## config.mk

```make
export PLATFORM = sky130hd
export DESIGN_NAME = forward_unit_n
export DESIGN_NICKNAME = d
export VERILOG_FILES = /design/src/rtl/pipeline_pkg.sv /design/src/rtl/fwd_chan.sv /design/src/rtl/forward_unit_n.sv
export SDC_FILE = /design/constraint.sdc
export NUM_CORES = 1
export LEC_CHECK = 0
export ABC_CLOCK_PERIOD_IN_PS = 5500
export CAP_MARGIN = 20
export CELL_PAD_IN_SITES_DETAIL_PLACEMENT = 0
export CELL_PAD_IN_SITES_GLOBAL_PLACEMENT = 1
export CORE_AREA = 2 2 102 104
export DETAILED_ROUTE_END_ITERATION = 8
export DIE_AREA = 0 0 104 106
export DONT_BUFFER_PORTS = 1
export MAX_ROUTING_LAYER = met4
export PLACE_DENSITY_LB_ADDON = 0.3
export RECOVER_POWER = 100
export SLEW_MARGIN = 20
export SYNTH_ARGS = -nofsm -noshare
export SYNTH_HDL_FRONTEND = slang
export SYNTH_SLANG_ARGS = --single-unit
```

## constraint.sdc

```tcl
create_clock -name clk -period 5.5 [get_ports clk]
set_input_delay 1.65 -clock clk [delete_from_list [all_inputs] [get_ports clk]]
set_output_delay 1.65 -clock clk [all_outputs]
set_load 0.02 [all_outputs]
```

## src/rtl/pipeline_pkg.sv

```systemverilog
// Shared constants for the operand-forwarding pipeline: selector encodings,
// the hardwired-zero register and the stall counter width.
package pipeline_pkg;

    localparam int unsigned FWD_SEL_RF  = 0;
    localparam int unsigned REG_ZERO    = 0;
    localparam int unsigned STALL_CNT_W = 16;

endpackage

```

## src/rtl/fwd_chan.sv

```systemverilog
// One source-operand channel: matches its register against every tracked
// producer, picks the newest one and muxes the operand, or flags a load-use hazard.
module fwd_chan
    import pipeline_pkg::*;
#(
    parameter int DATA_W = 32,
    parameter int REG_AW = 5,
    parameter int DEPTH  = 3,
    localparam int SEL_W = $clog2(DEPTH + 1)
) (
    input  logic [REG_AW-1:0]       src,
    input  logic [DATA_W-1:0]       reg_data,
    input  logic [DEPTH*DATA_W-1:0] stage_data,
    input  logic [DEPTH-1:0]        tag_v,
    input  logic [DEPTH-1:0]        tag_wr,
    input  logic [DEPTH-1:0]        tag_load,
    input  logic [DEPTH*REG_AW-1:0] tag_dest,
    output logic [SEL_W-1:0]        sel,
    output logic [DATA_W-1:0]       data,
    output logic                    hazard
);

    logic [DEPTH-1:0] match;
    logic             found;

    always_comb begin
        for (int unsigned k = 0; k < DEPTH; k++) begin
            match[k] = tag_v[k] && tag_wr[k]
                    && (tag_dest[k*REG_AW +: REG_AW] == src)
                    && (src != REG_AW'(REG_ZERO));
        end
    end

    // Scan from stage 0 upward so the newest producer claims the operand first.
    always_comb begin
        sel    = SEL_W'(FWD_SEL_RF);
        data   = reg_data;
        hazard = 1'b0;
        found  = 1'b0;
        for (int unsigned k = 0; k < DEPTH; k++) begin
            if (!found && match[k]) begin
                found = 1'b1;
                if (k == 0 && tag_load[k]) begin
                    hazard = 1'b1;
                end else begin
                    sel  = SEL_W'(k + 1);
                    data = stage_data[k*DATA_W +: DATA_W];
                end
            end
        end
    end

endmodule

```

## src/rtl/forward_unit_n.sv

```systemverilog
// N-channel operand forwarding unit: tracks in-flight destination tags, selects
// the newest producer per source operand and raises the load-use stall.
module forward_unit_n
    import pipeline_pkg::*;
#(
    parameter int DATA_W  = 32,
    parameter int REG_AW  = 5,
    parameter int DEPTH   = 3,
    parameter int NUM_SRC = 2,
    localparam int SEL_W  = $clog2(DEPTH + 1)
) (
    input  logic                      clk,
    input  logic                      reset_n,
    input  logic                      issue_valid,
    input  logic                      issue_wr,
    input  logic [REG_AW-1:0]         issue_dest,
    input  logic                      issue_load,
    input  logic                      flush,
    input  logic [NUM_SRC*REG_AW-1:0] src_addr,
    input  logic [NUM_SRC*DATA_W-1:0] reg_data,
    input  logic [DEPTH*DATA_W-1:0]   stage_data,
    output logic [NUM_SRC*DATA_W-1:0] operand,
    output logic [NUM_SRC*SEL_W-1:0]  fwd_sel,
    output logic                      stall,
    output logic [15:0]               stall_cnt
);

    typedef struct packed {
        logic              v;
        logic              wr;
        logic [REG_AW-1:0] dest;
        logic              load;
    } tag_t;

    tag_t [DEPTH-1:0]        tags;
    tag_t [DEPTH-1:0]        tags_nxt;
    logic [DEPTH-1:0]        tag_v;
    logic [DEPTH-1:0]        tag_wr;
    logic [DEPTH-1:0]        tag_load;
    logic [DEPTH*REG_AW-1:0] tag_dest;
    logic [NUM_SRC-1:0]      hazard;
    logic                    stall_any;
    logic [STALL_CNT_W-1:0]  cnt;

    always_comb begin
        for (int unsigned k = 0; k < DEPTH; k++) begin
            tag_v[k]                      = tags[k].v;
            tag_wr[k]                     = tags[k].wr;
            tag_load[k]                   = tags[k].load;
            tag_dest[k*REG_AW +: REG_AW]  = tags[k].dest;
        end
    end

    // Flush overrides both a fresh issue and the stall-induced bubble.
    always_comb begin
        tags_nxt = '0;
        if (issue_valid && !stall_any) begin
            tags_nxt[0] = '{v: 1'b1, wr: issue_wr, dest: issue_dest, load: issue_load};
        end
        for (int unsigned k = 1; k < DEPTH; k++) begin
            tags_nxt[k] = tags[k-1];
        end
        if (flush) begin
            tags_nxt = '0;
        end
    end

    always_ff @(posedge clk or negedge reset_n) begin
        if (!reset_n) begin
            tags <= '0;
        end else begin
            tags <= tags_nxt;
        end
    end

    for (genvar i = 0; i < NUM_SRC; i++) begin : g_chan
        fwd_chan #(
            .DATA_W (DATA_W),
            .REG_AW (REG_AW),
            .DEPTH  (DEPTH)
        ) u_chan (
            .src        (src_addr[i*REG_AW +: REG_AW]),
            .reg_data   (reg_data[i*DATA_W +: DATA_W]),
            .stage_data (stage_data),
            .tag_v      (tag_v),
            .tag_wr     (tag_wr),
            .tag_load   (tag_load),
            .tag_dest   (tag_dest),
            .sel        (fwd_sel[i*SEL_W +: SEL_W]),
            .data       (operand[i*DATA_W +: DATA_W]),
            .hazard     (hazard[i])
        );
    end

    assign stall_any = |hazard;
    assign stall     = stall_any;

    always_ff @(posedge clk or negedge reset_n) begin
        if (!reset_n) begin
            cnt <= '0;
        end else if (stall_any && !flush && cnt != '1) begin
            cnt <= cnt + 1'b1;
        end
    end

    assign stall_cnt = cnt;

endmodule
```

==> impl_metrics.env <==
export IMPL_fin_skew_ns=0.00831
export IMPL_synth_seq_cells=38
export IMPL_hp_class="flip-flop to flip-flop"
export IMPL_yosysUniqueCellTypes=46
export IMPL_worstMarginPinSlew_ns=0.918
export IMPL_ir_drop_mv=0.220
export IMPL_worst_slack_ns=0.111
export IMPL_hpwl_um=11700
export IMPL_first_pass_iters=7
export IMPL_seqPwrFrac_pct=44.1
export IMPL_root_buffer="clkbuf_8"
export IMPL_layout_commonest_cell="nor2_1"
export IMPL_reg2reg_to="stall_cnt[1]"
export IMPL_syn_inst=526
export IMPL_timing_hold_ws_ns=0.521
export IMPL_place_gp_congestion=0.879
export IMPL_dr_total_vias=4475
export IMPL_wl_per_cell_um=21.7
export IMPL_ios=266
export IMPL_r2r_setup_slack_ns=2.74
export IMPL_period_share_pct=98.0
export IMPL_placed_area_um2=4720
export IMPL_drv_cap=0
export IMPL_grt_max_degree=39
export IMPL_hold_viol=0
export IMPL_clock_power_share_pct=36.1
export IMPL_clk_pin_slew_ns=0.07
export IMPL_start_kind="input port"
export IMPL_yosysWarnings=0
export IMPL_design_area_um2=4660
export IMPL_grt_overflow=0
export IMPL_grt_use_met2_pct=47.3
export IMPL_antenna_found_initial=0
export IMPL_gr_usage_all_layers_pct=26.8
export IMPL_p_comb_share_pct=19.7
export IMPL_r2r_cells=6
export IMPL_start_util_pct=39.5
export IMPL_ys_async_sr_fraction_pct=100
export IMPL_core_area_um2=10000
export IMPL_grt_pass1_vias=4400
export IMPL_max_freq_ghz=0.186
export IMPL_drive_gt1_share_pct=20.5
export IMPL_cts_max_level=2
export IMPL_final_max_slew_viol_count=0
export IMPL_drc=0
export IMPL_clock_latency_ns=0.29
export IMPL_die_h_um=106
export IMPL_clock_path_buffers=2
export IMPL_cts_buffers_inserted=5
export IMPL_setup_violations=0
export IMPL_avgSynthCellArea_um2=7.50
export IMPL_grt_pass1_wl_um=23200
export IMPL_synth_enable_flop_cells=0
export IMPL_rr_startpoint="tag_dest[1]"
export IMPL_syn2layout_area_growth_pct=18.0
export IMPL_ctsHoldBuffers=0
export IMPL_maxSlewHeadroom_pct=38.4
export IMPL_antenna_cells=0
export IMPL_post_route_util_pct=46.6
export IMPL_path_max_fanout=34
export IMPL_cp_arrival_ns=3.74
export IMPL_crit_start="src_addr[1]"
export IMPL_fp_dieW_um=104
export IMPL_worstSetupEndpointType="primary output"
export IMPL_io_buffers=0
export IMPL_swShare_pct=26.4
export IMPL_critical_path_class="input port to primary output"
export IMPL_status="completed"
export IMPL_p_leak_nw=1.89
export IMPL_drt_iter0_drc=539
export IMPL_cts_tree="yes"
export IMPL_rows=37
export IMPL_p_int_uw=482
export IMPL_min_period_ns=5.39
export IMPL_drt_wl_total_um=15400
export IMPL_p_sw_uw=173
export IMPL_die_area_um2=11000
export IMPL_grtUsageMet3_pct=5.89
export IMPL_nets=757
export IMPL_synthesis_area_um2=3950
export IMPL_clock_sinks=38
export IMPL_power_density_nw_per_um2=141
export IMPL_setup_tns_ns=0
export IMPL_busiest_layer="met2"
export IMPL_synth_ff_type="dfrtp_1"
export IMPL_crit_end="operand[20]"
export IMPL_final_cell_mix="nor2_1 (119), nand2_1 (52), clkbuf_2 (43)"
export IMPL_pre_cts_slack_ns=0.0986
export IMPL_ys_seq_area_share_pct=24.1
export IMPL_via_per_inst=6.29
export IMPL_rsz0062_at_grt="false"
export IMPL_ant_nets=0
export IMPL_required_ns=3.85
export IMPL_syn_num_nets=708
export IMPL_hold_start="tag_wr[1]"
export IMPL_grtUsageMet1_pct=29.8
[what timing repair did]
item | in CTS | in global routing
endpoints found under the setup margin | 0 | 1
buffers inserted | 0 | 0
gates resized for setup | 0 | 1
[through the flow]
step / total power, mW / instances
2_1_floorplan: 0.388 / 526
3_3_place_gp: 0.435 / 704
3_5_place_dp: 0.438 / 704
4_1_cts: 0.677 / 711
5_1_grt: 0.682 / 711
6_report: 0.655 / 711
[cells in the mapped netlist, types with 2 or more instances]
cell type / instances / area share (%)
nor4_1: 4 / 0.63
a31oi_1: 6 / 0.95
nand3_1: 10 / 1.3
or3_1: 28 / 4.4
nand2_1: 53 / 5.0
a222oi_1: 24 / 6.1
buf_6: 8 / 2.3
a21oi_1: 10 / 1.3
nand2b_1: 5 / 0.79
nor3_1: 32 / 4.1
o31ai_1: 12 / 2.3
o21ai_0: 3 / 0.38
o211ai_1: 2 / 0.38
o32ai_1: 4 / 0.89
nand4_1: 8 / 1.3
and3_1: 2 / 0.32
xnor2_1: 27 / 6.0
o41ai_1: 15 / 3.3
nor2b_1: 16 / 2.5
nor2_1: 119 / 11
or4_1: 5 / 0.95
o41ai_2: 12 / 4.9
xor2_1: 16 / 3.6
dfrtp_1: 38 / 24
and2_1: 7 / 1.1
buf_2: 6 / 0.76
o21a_1: 2 / 0.38
mux2_2: 4 / 1.1
clkbuf_1: 27 / 2.6
inv_1: 5 / 0.48
[sequential cells by signal, summed over array words and instances, names as in the netlist]
name,flops
stall_cnt,16
tag_v,3
tag_wr,3
tag_load,1
tag_dest,15
[worst max-delay path, cell delays in order]
cell and delay, ns:
or4_1 0.53, or2_1 0.29, and3_4 0.22, nor3_2 0.36, buf_12 0.26, nand2_1 0.10, o41ai_2 0.06, clkbuf_2 0.23
[per-layer routing]
metal	part of all wire, %	wire, um
met5	0	0
met2	50	7760
met3	8.6	1320
met1	38	5840
met4	3.2	490
[cell families (layout without fill, tap and decap cells)]
| family | count (synthesis) | in the layout | share of synthesized area, % |
|---|---|---|---|
| compound gates | 96 | 96 | 22.7 |
| simple gates | 296 | 296 | 35.7 |
| xor+xnor | 43 | 43 | 9.54 |
| mux | 5 | 5 | 1.39 |
| flops | 38 | 38 | 24.1 |
| fa+ha+maj | 1 | 1 | 0.317 |
| buf+inv | 47 | 96 | 6.28 |
[worst min-delay path by stage]
stage	to	slack, ns	cells after the start
after detailed placement	tag_wr[1]	0.52	1
after global placement	tag_wr[2]	0.49	1
after CTS	tag_wr[2]	0.52	1
final	tag_wr[2]	0.52	1
after floorplan	tag_v[2]	0.46	1
after global routing	tag_wr[2]	0.56	1
[power by group through the flow]
| stage | combinational, mW | sequential [mW] | clock, mW |
|---|---|---|---|
| 2_1_floorplan | 0.0950 | 0.293 | 0 |
| 5_1_grt | 0.139 | 0.290 | 0.253 |
| 3_3_place_gp | 0.141 | 0.294 | 0 |
| 3_5_place_dp | 0.143 | 0.295 | 0 |
| 4_1_cts | 0.143 | 0.289 | 0.244 |
| 6_report | 0.129 | 0.289 | 0.237 |
[final cells by class]
type / instances / area [um^2]
clock inverter: 1 / 30.0
sequential: 38 / 951
clock buffer: 6 / 82.6
inverter: 5 / 18.8
multi-input combinational: 441 / 2860
timing repair buffer: 84 / 544
fill: 1082 / 5340
tap: 136 / 170
Note: power is estimated with default switching activity, not from simulation.
